### config.mk
export PLATFORM = sky130hd
export DESIGN_NAME = branch_trace_player
export DESIGN_NICKNAME = d
export VERILOG_FILES = /design/src/rtl/bp_pkg.sv /design/src/rtl/sat_counter.sv /design/src/rtl/branch_trace_player.sv
export SDC_FILE = /design/constraint.sdc
export NUM_CORES = 1
export LEC_CHECK = 0
export CAP_MARGIN = 20
export CORE_MARGIN = 3
export CORE_UTILIZATION = 46
export CTS_CLUSTER_DIAMETER = 120
export DETAILED_ROUTE_END_ITERATION = 10
export GPL_TIMING_DRIVEN = 1
export PLACE_DENSITY = 0.77
export SYNTH_ARGS = -nofsm -noshare
export SYNTH_HDL_FRONTEND = slang
export SYNTH_SLANG_ARGS = --single-unit
### constraint.sdc
create_clock -name clk -period 1.89 [get_ports clk]
set_clock_uncertainty 0.05 [all_clocks]
set_input_delay 0.189 -clock clk [delete_from_list [all_inputs] [get_ports clk]]
set_output_delay 0.189 -clock clk [all_outputs]
set_load 0.1 [all_outputs]
### src/rtl/bp_pkg.sv
`default_nettype none
// ============================================================================
// Package  : bp_pkg
// Desc     : Shared record layout and player state encoding for the branch
//            trace player and its gshare predictor.
// Revision : 1.0 - initial release
// ============================================================================
package bp_pkg;

    localparam int PC_W = 8;

    // Trace record is {pc, outcome}: outcome in bit 0, pc directly above it.
    localparam int REC_OUT_BIT = 0;
    localparam int REC_PC_LSB  = 1;
    localparam int REC_PC_MSB  = REC_PC_LSB + PC_W - 1;

    typedef enum logic [2:0] {
        ST_IDLE  = 3'd0,
        ST_FETCH = 3'd1,
        ST_WAIT  = 3'd2,
        ST_ISSUE = 3'd3,
        ST_DONE  = 3'd4
    } player_state_t;

endpackage
`default_nettype wire

### src/rtl/sat_counter.sv
`default_nettype none
// ============================================================================
// Module   : sat_counter
// Desc     : Up-counter with synchronous clear that sticks at all-ones.
// Revision : 1.0 - initial release
// ============================================================================
module sat_counter #(
    parameter int WIDTH = 16
) (
    input  logic             clk,
    input  logic             reset,
    input  logic             clear,
    input  logic             inc,
    output logic [WIDTH-1:0] count
);

    always_ff @(posedge clk) begin
        if (reset || clear) begin
            count <= '0;
        end else if (inc && (count != {WIDTH{1'b1}})) begin
            count <= count + WIDTH'(1);
        end
    end

endmodule
`default_nettype wire

### src/rtl/branch_trace_player.sv
`default_nettype none
// ============================================================================
// Module   : branch_trace_player
// Desc     : Replays {pc, outcome} records from an external trace memory into
//            a branch predictor and scores branches and mispredictions.
// Revision : 1.0 - initial release
// ============================================================================
module branch_trace_player
    import bp_pkg::*;
#(
    parameter int PC_W   = bp_pkg::PC_W,
    parameter int ADDR_W = 10,
    parameter int CNT_W  = 16
) (
    input  logic              clk,
    input  logic              reset,
    input  logic              start,
    input  logic [ADDR_W:0]   trace_len,
    output logic              trace_rd_en,
    output logic [ADDR_W-1:0] trace_addr,
    input  logic [PC_W:0]     trace_data,
    output logic              predict_enable,
    output logic [PC_W-1:0]   branch_pc,
    output logic              actual_outcome,
    input  logic              prediction,
    output logic              busy,
    output logic              done,
    output logic [CNT_W-1:0]  num_branches,
    output logic [CNT_W-1:0]  num_mispredictions
);

    localparam logic [ADDR_W:0] MAX_LEN = {1'b1, {ADDR_W{1'b0}}};

    player_state_t   state;
    logic [ADDR_W:0] idx;
    logic [ADDR_W:0] len_q;
    logic [ADDR_W:0] idx_next;
    logic [ADDR_W:0] len_clamped;
    logic            start_ok;
    logic            issue;
    logic            mispredict;

    assign start_ok    = start && ((state == ST_IDLE) || (state == ST_DONE));
    assign len_clamped = (trace_len > MAX_LEN) ? MAX_LEN : trace_len;
    assign issue       = (state == ST_ISSUE);
    assign idx_next    = idx + (ADDR_W + 1)'(1);
    assign mispredict  = issue && (prediction != actual_outcome);

    always_ff @(posedge clk) begin
        if (reset) begin
            state          <= ST_IDLE;
            idx            <= '0;
            len_q          <= '0;
            branch_pc      <= '0;
            actual_outcome <= 1'b0;
        end else begin
            case (state)
                ST_IDLE, ST_DONE: begin
                    if (start) begin
                        len_q <= len_clamped;
                        idx   <= '0;
                        state <= (len_clamped != '0) ? ST_FETCH : ST_DONE;
                    end
                end
                ST_FETCH: begin
                    state <= ST_WAIT;
                end
                // Memory data is valid this cycle, one cycle after the read strobe.
                ST_WAIT: begin
                    branch_pc      <= trace_data[REC_PC_LSB +: PC_W];
                    actual_outcome <= trace_data[REC_OUT_BIT];
                    state          <= ST_ISSUE;
                end
                ST_ISSUE: begin
                    idx   <= idx_next;
                    state <= (idx_next == len_q) ? ST_DONE : ST_FETCH;
                end
                default: begin
                    state <= ST_IDLE;
                end
            endcase
        end
    end

    assign trace_rd_en    = (state == ST_FETCH);
    assign trace_addr     = idx[ADDR_W-1:0];
    assign predict_enable = issue;
    assign busy           = (state == ST_FETCH) || (state == ST_WAIT) || (state == ST_ISSUE);
    assign done           = (state == ST_DONE);

    sat_counter #(
        .WIDTH (CNT_W)
    ) u_branch_cnt (
        .clk   (clk),
        .reset (reset),
        .clear (start_ok),
        .inc   (issue),
        .count (num_branches)
    );

    sat_counter #(
        .WIDTH (CNT_W)
    ) u_mispredict_cnt (
        .clk   (clk),
        .reset (reset),
        .clear (start_ok),
        .inc   (mispredict),
        .count (num_mispredictions)
    );

endmodule
`default_nettype wire

# Word level (Yosys, flattened, before mapping)
# Index checks and enable logic that the tools add are counted.
dict set report op_classes {
  n_addsub 3
  magnitude_cmp 1
  muxes 7
  eq_ne 9
  reduce_logical 14
}
# operator count
set op_table {}
lappend op_table {{$add 16x1->16 const B} 2}
lappend op_table {{$ne 16x16->1 const B} 2}
lappend op_table {{$mux 11} 2}
lappend op_table {{$pmux 11 s2} 1}
lappend op_table {{$pmux 3 s4} 1}
lappend op_table {{$add 11x1->11 const B} 1}
lappend op_table {{$eq 11x11->1} 1}
lappend op_table {{$gt 11x11->1 const B} 1}
lappend op_table {{$reduce_bool 11->1} 1}
lappend op_table {{$mux 3} 3}
lappend op_table {{$eq 3x2->1 const B} 2}
lappend op_table {{$logic_and 1x1->1} 4}
lappend op_table {{$logic_or 1x1->1} 4}
lappend op_table {{$reduce_and 2->1} 2}
lappend op_table {{$eq 3x1->1 const B} 1}
lappend op_table {{$eq 3x3->1 const B} 1}
lappend op_table {{$logic_not 3->1} 1}
lappend op_table {{$ne 2x2->1 const B} 1}
lappend op_table {{$reduce_bool 2->1} 1}
lappend op_table {{$reduce_or 2->1} 1}
lappend op_table {{$ne 1x1->1} 1}
dict set report word_totals {
  ff_bits 66
  wordCells 41
  in_bits 24
}

# Logic depth before layout (Yosys ltp)
dict set report depth {
  word_depth 6
  depth_mapped 8
  ltp_nobuf 6
}

# Hierarchy
# From an unflattened synthesis, not the netlist that was laid out.
dict set report hier_totals {
  hier_cells 419
  area_unflattened_um2 3528.4
}
# module n_inst seq_area_each_um2 cells_each area_each_um2
set modules_own_cells {}
lappend modules_own_cells {branch_trace_player 1 680.7 229 1834.3}
lappend modules_own_cells {sat_counter 2 320.3 95 847.1}

# Worst setup path after synthesis
# No wires, ideal clock.
dict set report synth_path {
  kind {register to output}
  from {reg state[0]}
  to {out trace_rd_en}
  slack_ns -1.054
  stages_incl_launch_ff 3
  arrival_ns 2.705
  path_cell_list {dfxtp_1 > buf_2 > nor3b_1}
}
dict set report synth_via {
  elab_chain_cells 1
}
# element line
set synth_lines {}
lappend synth_lines {{start: declaration} branch_trace_player.sv:34} ;# player_state_t state;
lappend synth_lines {{start signal: assignment} branch_trace_player.sv:62} ;# state <= (len_clamped != '0) ? ST_FETCH : ST_DONE;
lappend synth_lines {{start signal: assignment} branch_trace_player.sv:76} ;# state <= (idx_next == len_q) ? ST_DONE : ST_FETCH;
lappend synth_lines {{$eq 3x1->1} branch_trace_player.sv:85} ;# assign trace_rd_en = (state == ST_FETCH);
lappend synth_lines {{end: declaration} branch_trace_player.sv:19} ;# output logic trace_rd_en,
# Every way passes these cells.

# Worst setup path after layout
dict set report layout_path {
  from {reg idx[1]}
  to {reg state[0]}
}
dict set report layout_via {
  elab_chain_cells 4
}
# element line
set layout_lines {}
lappend layout_lines {{start: declaration} branch_trace_player.sv:35} ;# logic [ADDR_W:0] idx;
lappend layout_lines {{start signal: assignment} branch_trace_player.sv:75} ;# idx <= idx_next;
lappend layout_lines {{$add 11x1->11} branch_trace_player.sv:46} ;# assign idx_next = idx + (ADDR_W + 1)'(1);
lappend layout_lines {{$eq 11x11->1} branch_trace_player.sv:76}
lappend layout_lines {{$mux 3} branch_trace_player.sv:76}
lappend layout_lines {{$pmux 3 s4} branch_trace_player.sv:57} ;# case (state)
# Every way passes these cells.
# A chain may end at the register's enable or synchronous reset.

==> summary.txt <==
Yosys
  – Register bit count reported by yosys: 66
  – Top cell type by total area after synthesis: dfxtp_1
  – Synth Flop Type: dfxtp_1
  – Post-synth EDFFs: 0
  – Post-Syn Nets: 420
  – YS warnings: 0
  – Ys async rst share: 0%
  – Syn Inst Count: 393
  – Avg Cell Area, Syn: 8.883 um2
  – Top cell type's share of synthesized area: 37.85%
  – Mapped Area: 3491 um2
  – Post-synthesis sequential area ratio: 37.85%
  – Synth cell types: 63
  – Top post-synthesis cells by area: dfxtp_1, xnor2_1, nor2_1

Clocking
  – TritonCTS Sinks: 66
  – TritonCTS clock tree: done
  – Root buffer cell: clkbuf_8
  – Num CTS Buffers: 9
  – Clk_lat worst skew: 340 ps
  – Reg clk slew, reported paths: 80 ps
  – CTS H-tree lvls: 3
  – Setup Buffers After CTS: 0
  – Clock Tree Buf Depth: 2
  – Hold buffer count at CTS: 0

Detailed routing
  – 1st-pass router iterations: 4
  – Post-DRT Antenna Nets: 0
  – Initial DRC count: 127
  – Vias: 3151
  – Drt drc: 0
  – Final wirelength: 8.507 mm
  – Via-to-Cell Ratio: 5.323
  – Routed wire per std cell: 14.37 um

Critical path
  – Worst stage delay on the critical path: 360 ps
  – Crit-path max FO: 5
  – Arrival @ worst endpoint: 2010 ps
  – Critical-path cell with the highest stage delay: dfxtp_1
  – Worst R2R Setup Slack: 50 ps
  – Crit path cell chain: ha_2 > buf_4 > nand3_1 > xor2_1 > a211o_1 > o31a_1
  – Worst setup EP type: flop
  – Kind of critical path: flop to flop
  – WP data required: 2060 ps
  – Critical path startpoint category: flop

Placement
  – Placed wire-length estimate: 6.368 mm
  – Input/output buffers: 78
  – Placed cells: 576
  – GPL Wtd Cong: 0.8729
  – Dpl cell area: 4576 um2

Finish
  – Post-route cell area: 4790 um2
  – Final Net Count: 515
  – Share of layout cells above drive strength 1: 34.89%
  – Diodes inserted: 0
  – Synthesis-to-layout area growth: 37.20%
  – Fin cells: 592
  – Finished Core Util: 65.68%

STA
  – Slew Viols, Final: 0
  – Hold Worst Slack: 410.8 ps
  – Slew at the pin with the worst max-slew slack: 815.0 ps
  – Final worst-path cycle share: 97.35%
  – Final setup viols: 0
  – Max-slew headroom: 45.46%
  – Final hold vios: 0
  – Unrepaired setup endpoints after global routing: true
  – Tmin final: 1840 ps
  – Peak Freq: 543.5 MHz

Power
  – Leakage: 1.785 nW
  – Total Power: 3.315 mW
  – Cell Pwr Density: 692.1 nW/um2
  – VDD IR-drop max: 469.9 uV

Floorplan
  – Chip height: 93.12 um
  – Starting Density: 47.87%
  – Ports: 79
  – # rows: 31
  – Core Area: 7292 um2
  – Die area: 8670 um2
  – Die span in x: 93.12 um

GRT
  – Gr usage total: 20.21%
  – Vias in the first global route: 2909
  – Grt ovf: 0
  – Largest net degree at the start of global routing: 17
  – First-pass GRT wire length: 14.10 mm
  – Initial antenna violation count: 0

Status
  – Outcome: complete, no violations

Flow run
  – Max-cap viol count: 0

Worst hold path
  – Worst hold path class: input pin to flop
-- worst paths after layout --
path	endpoint	start	cells after the start
setup / recovery	state[0]	idx[1]	6
hold / removal	actual_outcome	trace_data[0]	3
setup reg to reg	state[0]	idx[1]	6
hold reg to reg	len_q[9]	len_q[9]	2
-- critical path, delay by kind of cell, from the launching register on --
family / cells / cell delay (ps)
and+or+nand+nor: 1 / 130
AOI/OAI and AO/OA: 2 / 600
buffers and inverters: 1 / 160
adders and majority gates: 1 / 220
DFF: 1 / 360
xor gates and xnor gates: 1 / 210
-- flip-flops by register name, summed over array words and instances (netlist names) --
signal                  cells
state                       3
actual_outcome              1
idx                        11
u_mispredict_cnt.count     16
u_branch_cnt.count         16
branch_pc                   8
len_q                      11
-- cell usage in the layout, fill, tap and decap left out, types with 3 or more instances in the layout --
cell,instances
nand4_1,9
nand3_1,12
a22o_1,9
clkdlybuf4s50_1,23
dfxtp_2,19
a31oi_1,4
nand2b_1,3
inv_1,4
o21ai_0,12
and2_1,4
dfxtp_1,32
buf_12,10
nor2_1,57
nor3_1,10
nor3b_1,4
nand2_1,20
or3_1,4
a211oi_2,9
clkbuf_8,9
and4_1,6
nor4_1,5
dfxtp_4,15
a21oi_1,16
nand3b_1,3
xnor2_1,30
buf_4,83
xor2_1,10
mux2i_1,11
-- through the flow --
step                setup TNS, ps  setup WS, ps
detailed placement         -341.9        -115.7
global placement           -124.3        -65.17
finish                          0         50.05
floorplan                  -52.88        -52.88
global route               -11.52        -11.52
CTS                             0         19.78
-- routing by layer --
metal	global-route usage (%)	wire length (um)
met1	26.36	3815
met2	33.23	4180
met3	3.942	369
met4	7.326	141
met5	0	0
-- power breakdown --
part,internal (mW),leakage (nW),switching [mW]
clock network,0.553,0.0891,0.554
registers,1.42,0.555,0.0375
logic,0.271,1.14,0.483
-- Yosys cell counts, types with 3 or more instances --
cell type and n:
and2_1 4, clkbuf_1 9, nor3_1 10, xnor2_1 30, nor3b_1 5, nand3_1 14, a211oi_1 3, a21oi_1 16
nor4_1 5, ha_1 3, and4_1 6, xor2_1 10, a211oi_2 8, buf_4 13, nand4_1 9, o21ai_0 13
inv_1 4, a31oi_1 4, or3_1 4, buf_2 5, a22o_1 9, nand3b_1 3, nand2_1 20, nor2_1 59
mux2i_1 11, buf_6 3, nand2b_1 3, dfxtp_1 66
-- layout make-up --
type,count,area (um2)
tap,99,123.9
fill,640,2502
sequential,66,1401
timing repair buffer,116,1054
multi-input combinational,290,2011
clock inverter,4,25.02
clock buffer,12,156.4
inverter,5,18.77
-- logic make-up after synthesis --
| family | Yosys count | share of synthesized area, % |
|---|---|---|
| buffers and inverters | 37 | 6.236 |
| flip-flops | 66 | 37.85 |
| adder cells (fa/ha/maj) | 3 | 1.075 |
| XOR/XNOR | 41 | 10.50 |
| AO/OA/AOI/OAI | 73 | 16.09 |
| multiplexers | 11 | 3.154 |
| AND/OR/NAND/NOR | 162 | 25.09 |
-- timing repair --
action	4_1_cts	5_1_grt
pin swaps	1	4
endpoints found under the hold margin	0	0
setup endpoints to repair	1	3
cloned	0	0
gates resized for setup	2	6
Power figures use the tool's default switching activity.
